===== config.mk =====
export PLATFORM = sky130hd
export DESIGN_NAME = mac_psum_accum
export DESIGN_NICKNAME = d
export VERILOG_FILES = /design/src/rtl/mac_psum_accum.sv
export SDC_FILE = /design/constraint.sdc
export NUM_CORES = 1
export LEC_CHECK = 0
export BUFFER_PORTS_ARGS = -buffer_cell sky130_fd_sc_hd__buf_4
export CAP_MARGIN = 15
export CORE_AREA = 10 10 79 81
export CTS_BUF_LIST = sky130_fd_sc_hd__clkbuf_16
export DETAILED_ROUTE_END_ITERATION = 7
export DIE_AREA = 0 0 89 91
export GPL_ROUTABILITY_DRIVEN = 0
export PLACE_DENSITY_LB_ADDON = 0.3
export SLEW_MARGIN = 20
export SYNTH_ARGS = -nofsm -noshare
export SYNTH_HDL_FRONTEND = slang
export SYNTH_SLANG_ARGS = --single-unit

===== constraint.sdc =====
create_clock -name clk -period 3 [get_ports clk]
set_clock_uncertainty 0.15 [all_clocks]
set_input_delay 0.15 -clock clk [delete_from_list [all_inputs] [get_ports clk]]
set_output_delay 0.15 -clock clk [all_outputs]
set_load 0.05 [all_outputs]

===== src/rtl/mac_psum_accum.sv =====
// Framed partial-sum accumulator: sums a valid/ready stream of MAC partial sums per frame
// and presents total, beat count and overflow. Define MAC_PSUM_ACCUM_SAT_EN to saturate instead of wrap.
module mac_psum_accum #(
  parameter int IN_W  = 16,
  parameter int ACC_W = 24,
  parameter int CNT_W = 8
) (
  input  logic             clk,
  input  logic             rst_n,
  input  logic             psum_valid,
  output logic             psum_ready,
  input  logic [IN_W-1:0]  psum_data,
  input  logic             psum_last,
  output logic             res_valid,
  input  logic             res_ready,
  output logic [ACC_W-1:0] res_data,
  output logic [CNT_W-1:0] res_beats,
  output logic             res_ovf
);

  localparam int SUM_W = ACC_W + 1;

  typedef enum logic [1:0] {
    IDLE  = 2'd0,
    ACCUM = 2'd1,
    HOLD  = 2'd2
  } state_t;

  state_t            state, state_nxt;
  logic [ACC_W-1:0]  acc;
  logic [CNT_W-1:0]  beats;
  logic              ovf;
  logic              in_xfer;
  logic              out_xfer;
  logic [SUM_W-1:0]  sum;

  // Handshake flags decode registered state only, so res_ready never reaches psum_ready.
  assign psum_ready = (state != HOLD);
  assign res_valid  = (state == HOLD);
  assign in_xfer    = psum_valid && psum_ready;
  assign out_xfer   = res_valid && res_ready;

  // One extra bit exposes the carry-out that marks accumulator overflow.
  assign sum = {1'b0, acc} + SUM_W'(psum_data);

  // NOTE: sequential state uses non-blocking assignments so every flop samples pre-edge values.
  always_ff @(posedge clk or negedge rst_n) begin
    if (!rst_n) begin
      state <= IDLE;
    end else begin
      state <= state_nxt;
    end
  end

  // NOTE: next_state gets its default first so no path through the case can infer a latch.
  always_comb begin
    state_nxt = state;
    unique case (state)
      IDLE, ACCUM: begin
        if (in_xfer) begin
          state_nxt = psum_last ? HOLD : ACCUM;
        end
      end
      HOLD: begin
        if (out_xfer) begin
          state_nxt = IDLE;
        end
      end
      default: state_nxt = IDLE;
    endcase
  end

  always_ff @(posedge clk or negedge rst_n) begin
    if (!rst_n) begin
      acc   <= '0;
      beats <= '0;
      ovf   <= 1'b0;
    end else if (in_xfer) begin
      if (state == IDLE) begin
        acc   <= ACC_W'(psum_data);
        beats <= CNT_W'(1);
        ovf   <= 1'b0;
      end else begin
`ifdef MAC_PSUM_ACCUM_SAT_EN
        // Once clamped, any further nonzero beat carries out again, so the clamp persists.
        acc <= sum[ACC_W] ? '1 : sum[ACC_W-1:0];
`else
        acc <= sum[ACC_W-1:0];
`endif
        ovf <= ovf | sum[ACC_W];
        if (beats != '1) begin
          beats <= beats + CNT_W'(1);
        end
      end
    end
  end

  // Results read straight from the registers, which stay put until the next frame's first beat.
  assign res_data  = acc;
  assign res_beats = beats;
  assign res_ovf   = ovf;

endmodule


==> run summary, run 1 <==
Setup repair after global routing left no endpoint under its margin. The total number of vias came out at between 2,000 and 2,500. The commonest register cell after synthesis is dfrtp_1.

The endpoint identified for the worst register-to-register timing path is res_data[22]$_DFFE_PN0P_. The count of boundary I/O pins is 56. Traced cell by cell, the critical path runs through dlygate4sd3_1 > buf_4 > ha_1 > inv_1 > fa_1 > nor2b_4 > o31a_1 > o31ai_4 > a21boi_2 > a31o_4 > a31oi_1 > a41o_1. The startpoint of the worst hold path is psum_last. The startpoint identified for the worst register-to-register timing path is res_data[0]$_DFFE_PN0P_. After synthesis, the cell types taking the most area are dfrtp_1, ha_1, nor2_1, nand2_1, a21oi_1. The number of warnings reported in the yosys synthesis log came out at 0. For this run, the top clock speed supported by timing is ~0.37 GHz. Data on the critical path arrives at its endpoint at 2.69 ns. The share of the cycle needed by the critical path after routing is 0.8923.

The area growth from synthesis to layout came out at 28.32%. Along the worst hold path, the cell count comes to 3. The tree is rooted in a clkbuf_16. The number of antenna violations at the first check in global routing came out at 0. Of all cell types, the one taking the most synthesized area is dfrtp_1.

The worst-case headroom to the max-slew limit is 0.6383. The floorplan die area came out at 0.008099 mm². The clock latency at the later pin of the worst-skew pair came out at 0.28 ns. The share of flip-flops with an asynchronous set or reset after synthesis is 1.000. The number of hold violations in the final report is 0. The most frequent cell after synthesis is dfrtp_1. The fraction of the yosys area taken by sequential cells came out at 0.3546. The deepest level of the CTS H-tree came out at 2. Dividing the detail-routed via count by the number of cells gives about 5.8. By count the netlist is led by dfrtp_1, nor2_1, nand2_1. The average size of a mapped cell is 8.758 µm².

The count of port buffers added during placement is 55. The global routing usage summed across all routing layers came out at 0.1672. The path with the worst hold slack has its endpoint at state[1]$_DFFE_PN0P_. The max-slew violation count is 0. The area share of the largest cell type after synthesis came out at 0.3546. The total negative slack for setup checks is 0 ns. In this run, CTS created clock tree buffers numbering 5.

The final net count came out at between 300 and 400. In this run the power density over the cells is 959.8 mW/mm². The static leakage came out at 1.523 nW.

The actual transition at the worst max-transition pin came out at 0.5423 ns. Entering global routing, the biggest net connects 36 pins. The clock sink total came out at 35. The TritonCTS clock tree is built. The deepest clock path buffer count came out at 2.

Summing every instance area after synthesis gives approximately 0.0025 mm². The die height came out at 91 µm. On the critical path, the stage with the largest delay is an instance of dlygate4sd3_1. STA classifies the critical path endpoint as a flip-flop. In this run the horizontal extent of the chip is 89 µm. The path class of the tightest hold or removal check is input pin to flip-flop. The antenna cell count is 0.

Row generation in the floorplan step produced 25 rows. The number of cells upsized or downsized after cts is 0. In the final layout, the share of cells above drive strength 1 is 0.2326. For this block, the initial DRC count from the detailed router was 89.

The number of setup violations in the final report is 0. The required arrival time at the worst endpoint came out at 3.02 ns. The number of nets with antenna violations after detailed routing came out at 0. The total of hold buffers inserted after clock tree synthesis is 7. The worst hold slack is 0.006230 ns. The register clock-pin slew on the reported worst setup and hold paths is 0.06 ns.

The HPWL after detailed placement is 4.716 mm. The run finished with clean final reports. The worst stage delay on the critical path came out at roughly 0.53 ns.

After filler insertion, the fill cell instance count of the layout stands at 386. Across all register-to-register paths, the minimum setup slack is between 0.4 and 0.5 ns. The worst setup path is launched from an input pin. The starting density of the core is 0.5299. The placeable core region is 0.004661 mm². The total of max-cap violations came out at 0. The worst register-to-register path has a depth of 10. The setup path with the least slack is of type input pin to flip-flop. The post-synth net total came out at roughly 320. The number of optimization iterations in the first detailed-route pass came out at 4. The clock period minus worst slack came out at 2.677 ns. The worst voltage drop across the vdd grid is 0.5243 mV. Synthesis produced a netlist whose cell count is 282. The highest fanout seen on the critical path is 8. The number of enable flip-flop cells after synthesis is 0.

After detailed routing, the number of remaining DRC violations is 0. The average routed wire per standard cell came out at 16.28 µm. The flip-flop and latch count after synthesis came out at 35.

The number of global-route vias before repair came out at 2,324. The total detailed-routing wirelength is 6.481 mm. The overflow left after global routing is 0.

The buffer count from post-CTS setup fixing came out at 0. The wire length of the first global-routing pass came out at 10.99 mm. The count of different cell masters after synthesis is 53.
power by group:
part	internal, mW	switching (mW)	total (mW)
Clock	0.392	0.210	0.601
Sequential	0.592	0.124	0.716
Combinational	0.635	1.09	1.72
critical path: cells and delay by family:
kind | cells | cell delay, ns
AOI/OAI and AO/OA | 6 | 1.10
adders and majority gates | 2 | 0.60
and+or+nand+nor | 1 | 0.14
buffers and inverters | 3 | 0.70
per-stage QoR:
step                      power (mW)  utilization  instance area, µm²  setup slack [ns]  cells
final                          3.042       0.6800                3169            0.3232    398
after CTS                      3.050       0.6800                3169            0.3465    398
after global placement         2.392       0.6287                2930            0.5375    383
after floorplan                1.978            -                2470            0.2468    282
after global routing           3.240       0.6800                3169            0.1624    398
after detailed placement       2.422       0.6287                2930            0.4649    383
worst max-delay path by stage:
stage	start	end	depth (start not counted)
after global placement	res_data[0]$_DFFE_PN0P_	res_data[22]$_DFFE_PN0P_	10
after CTS	psum_data[0]	res_data[22]$_DFFE_PN0P_	12
final	psum_data[0]	res_data[22]$_DFFE_PN0P_	12
after detailed placement	res_data[0]$_DFFE_PN0P_	res_data[22]$_DFFE_PN0P_	10
after global routing	psum_data[0]	res_data[22]$_DFFE_PN0P_	12
after floorplan	res_data[0]$_DFFE_PN0P_	res_data[22]$_DFFE_PN0P_	10
layout make-up:
cell class | count | area (µm²) | area share
tap | 54 | 67.56 | 0.02132
inverter | 7 | 26.28 | 0.008291
timing repair buffer | 66 | 513.0 | 0.1619
multi-input combinational | 228 | 1518 | 0.4789
sequential | 35 | 875.8 | 0.2764
clock inverter | 3 | 43.79 | 0.01382
clock buffer | 5 | 125.1 | 0.03948
layout by cell type (no fill, tap or decap), types with 2 or more instances in the layout:
master | synthesis | layout
and2_0 | 2 | 2
o211ai_1 | 2 | 2
o21bai_1 | 2 | 2
dlygate4sd3_1 | 0 | 7
mux2i_1 | 3 | 3
nand4_1 | 4 | 4
a31oi_1 | 9 | 9
nand2b_1 | 3 | 3
and3_1 | 3 | 3
and4_1 | 4 | 4
a211oi_1 | 4 | 4
a211oi_2 | 2 | 2
xnor2_1 | 8 | 8
a21o_1 | 8 | 8
a21oi_1 | 19 | 19
buf_4 | 0 | 59
o22ai_1 | 3 | 3
a41o_1 | 2 | 2
ha_1 | 17 | 17
xor2_1 | 8 | 8
o21ai_0 | 16 | 16
clkbuf_16 | 0 | 5
nor2_1 | 33 | 33
nand3_1 | 10 | 10
dfrtp_1 | 35 | 35
o31a_1 | 2 | 2
nor3_1 | 2 | 2
o21a_1 | 4 | 4
nand2_1 | 30 | 30
or3_1 | 5 | 5
inv_1 | 7 | 7
nor2b_1 | 2 | 2
state kept, by name, indices dropped and copies added (netlist names):
register and cells:
res_data 24, res_ovf 1, state 2, res_beats 8
routing by layer:
layer	share of wire	routed length, µm	global-route usage	up-vias
li1	-	-	-	1148
met1	0.45	2885	0.2009	1091
met2	0.48	3131	0.2800	53
met3	0.060	387	0.05094	8
met4	0.012	77	0.04509	0
met5	0	0	0	-
kinds of logic after synthesis:
family	count (synthesis)	synth area share
simple gates	104	0.2031
compound gates	85	0.2391
buf+inv	19	0.03090
mux	5	0.02128
fa+ha+maj	18	0.09422
flops	35	0.3546
xor+xnor	16	0.05674
Power figures use the tool's default switching activity.
==> run 2, diff against run 1 <==
Settings changed: CORE_AREA 10 10 79 81 to 10 10 90 92, DIE_AREA 0 0 89 91 to 0 0 100 102.
==> run summary, run 2 (synthesized netlist as in run 1, its figures left out) <==
The total number of vias came out at 2,260 (-1.7%). The antenna cell count is 0 (unchanged). The end-of-flow core utilization is 0.5121 (-0.1679). The count of port buffers added during placement is 55 (unchanged).

The max-slew violation count came to 0 (unchanged). The clock latency at the later pin of the worst-skew pair is 0.27 ns (about the same). The required arrival time at the worst endpoint is 3.01 ns (about the same). The start of the worst register-to-register path is res_data[0]$_DFFE_PN0P_. The count of cells along the worst register-to-register path came to 10 (unchanged). The sequential group share of total power came out at 0.231 (-0.004). The number of setup violations in the final report was 0 (unchanged).

The flow ran to the end, and the final reports show no timing, DRC or antenna violations. The flip-flop count of the largest register after layout came to 24 (unchanged). The total CTS buffers is 5 (unchanged). The number of cells on the worst hold path is 3 (unchanged). The global routing usage summed across all routing layers came out at 0.1242 (-0.04303). The worst voltage drop across the vdd grid was 0.5809 mV (+11%). The die height is 102 µm (+12%). The endpoint identified for the worst register-to-register timing path is res_data[22]$_DFFE_PN0P_. The static leakage is 1.524 nW (about the same). The die outline width is 100 µm (+12%).

Setup repair after global routing left no endpoint under its margin. The via-per-instance ratio came to 5.381 (-6.9%). TritonCTS built the clock tree. The worst-case headroom to the max-slew limit came out at 0.4858 (-0.1524). The register clock-pin slew on the reported worst setup and hold paths is 0.06 ns (about the same). The final HPWL from detailed placement came out at 4.814 mm (+2.1%). The final net count was 381 (-0.26%).

The power per standard cell area is 961.3 mW/mm² (+0.16%). The switching share of power is 0.4498 (-0.01804). The net switching component of the power came out at 1.390 mW (-2.3%). The pin count of the biggest net entering global routing is 36 (unchanged). The startpoint-to-endpoint class of the critical path is flip-flop to flip-flop. The highest fanout seen on the critical path came out at 8 (unchanged). The total negative slack for setup checks is 0 ns (unchanged). The fill cell instance count of the final layout is 581 (+51%). The actual transition at the worst max-transition pin was 0.7708 ns (+0.2285 ns). The overflow left after global routing came out at 0 (unchanged). The clock sink total was 35 (unchanged). The number of hold violations in the final report was 0 (unchanged). The number of global-route vias before repair came to 2,233 (-3.9%). The buffer count from post-CTS setup fixing was 0 (unchanged). The placeable core region came out at 0.006277 mm² (+35%). The total number of cells along the worst setup path came to 10 (-2). The total number of placement rows is 29 (+16%). The worst stage delay on the critical path came out at 0.42 ns (-0.11 ns). The worst hold path begins at psum_data[0]. The number of nets with antenna violations after detailed routing came to 0 (unchanged). The number of design rule violations left after detail routing was 0 (unchanged).

The starting density of the core was 0.3935 (-0.1365). The average routed wire per standard cell came to 15.21 µm (-6.6%). The area growth from synthesis to layout is 30.14%. The total detailed-routing wirelength came out at 6.389 mm (-1.4%). The part of the power in combinational logic is 0.550 (-0.017). The worst hold path belongs to the class input pin to flip-flop.

Broken down by cell family, the worst path's largest delay share belongs to compound AO/OA/AOI/OAI gates. The signal on the critical path passes through ha_1 > inv_1 > fa_1 > nor2b_4 > o31a_1 > o31ai_4 > a21boi_2 > a31o_4 > a31oi_1 > a41o_1. The deepest clock path buffer count is 2 (unchanged).

The deepest level of the CTS H-tree is 2 (unchanged). The worst setup path is launched from a flip-flop. The internal power of the cells came out at 1.700 mW (+5.0%). The critical path data arrival time was 2.59 ns (-0.10 ns). The buffers plus inverters on the worst setup path is 1 (-2). The wire length of the first global-routing pass is 10.56 mm (-3.9%). The achievable clock frequency came out at 0.3883 GHz (+3.9%). The critical path starts at res_data[0]$_DFFE_PN0P_.

For this design, the slowest cell found on the critical path is fa_1. The number of antenna violations at the first check in global routing is 0 (unchanged). The share of the cycle needed by the critical path after routing is 0.8585 (-0.03378).

The total of hold buffers inserted after clock tree synthesis is 7 (unchanged). The post-layout total power came out at 3.090 mW (+1.6%). The floorplan die area came out at 0.01020 mm² (+26%). Leaving out fill and tap cells, the most frequent cells in the layout are buf_4, dfrtp_1, nor2_1. The endpoint type of the worst setup path is a flip-flop. The register-to-register path setup slack was 0.42 ns (-0.02 ns).

The total of max-cap violations is 0 (unchanged). The clock period minus worst slack came out at 2.575 ns (-0.1013 ns). The violation count after the first detailed-routing iteration came out at 66 (-26%). The count of boundary I/O pins is 56 (unchanged). Leaving out fill and tap cells, the most frequent cell in the layout is buf_4. The number of optimization iterations in the first detailed-route pass came out at 4 (unchanged). The cell sitting at the root of the clock tree is a clkbuf_16. The number of cells upsized or downsized after cts is 0 (unchanged). For hold timing, the worst endpoint is res_data[0]$_DFFE_PN0P_.

The proportion of power drawn by the clock network came out at 0.218 (+0.020). The share of cells above drive strength 1 came out at 0.2303 (-0.002237).
==> run 2: layer usage <==
layer / routed length (µm) / share of wire / vias to the layer above / track usage
met5: 0 / 0 / - / 0
met4: 83 / 0.013 / 0 / 0.02935
met3: 383 / 0.060 / 8 / 0.04453
met2: 3034 / 0.47 / 57 / 0.2081
met1: 2888 / 0.45 / 1053 / 0.1491
li1: - / - / 1142 / -
==> run 2: worst max path at each step <==
| stage | slack, ns | end |
|---|---|---|
| CTS | 0.43 | res_data[16]$_DFFE_PN0P_ |
| detailed placement | 0.45 | res_data[22]$_DFFE_PN0P_ |
| global placement | 0.51 | res_data[16]$_DFFE_PN0P_ |
| global route | 0.27 | res_data[22]$_DFFE_PN0P_ |
| floorplan | 0.25 | res_data[22]$_DFFE_PN0P_ |
| finish | 0.42 | res_data[22]$_DFFE_PN0P_ |
==> run 2: area by class of cell <==
type	instances	area [µm²]	area share
multi-input combinational	228	1518	0.4722
sequential	35	875.8	0.2725
timing repair buffer	65	505.5	0.1573
clock buffer	5	125.1	0.03893
tap	77	96.34	0.02997
clock inverter	3	67.56	0.02102
inverter	7	26.28	0.008174
==> run 2: power by group through the flow <==
stage	sequential (mW)	clock (mW)	combinational, mW
floorplan	1.11	0	0.871
CTS	0.716	0.690	1.71
detailed placement	0.725	0	1.70
global placement	0.722	0	1.69
finish	0.714	0.675	1.70
global route	0.737	0.713	1.86
==> run 2: worst reg2reg max path: cells and delay by family, from the launching register on <==
kind                     cells  cell delay, ns
AO/OA/AOI/OAI                6            1.12
adder cells (fa/ha/maj)      2            0.62
buffers and inverters        1            0.06
flip-flops                   1            0.37
AND/OR/NAND/NOR              1            0.15
==> run 2: stage by stage <==
| step | area (µm²) | instances | worst slack, ns | hold WS (ns) |
|---|---|---|---|---|
| final | 3214 | 420 | 0.4245 | 0.003357 |
| after detailed placement | 2952 | 405 | 0.4517 | -0.008139 |
| after floorplan | 2470 | 282 | 0.2468 | -0.2956 |
| after global placement | 2952 | 405 | 0.5128 | -0.009092 |
| after global routing | 3214 | 420 | 0.2650 | 0.01477 |
| after CTS | 3214 | 420 | 0.4301 | 0.003988 |
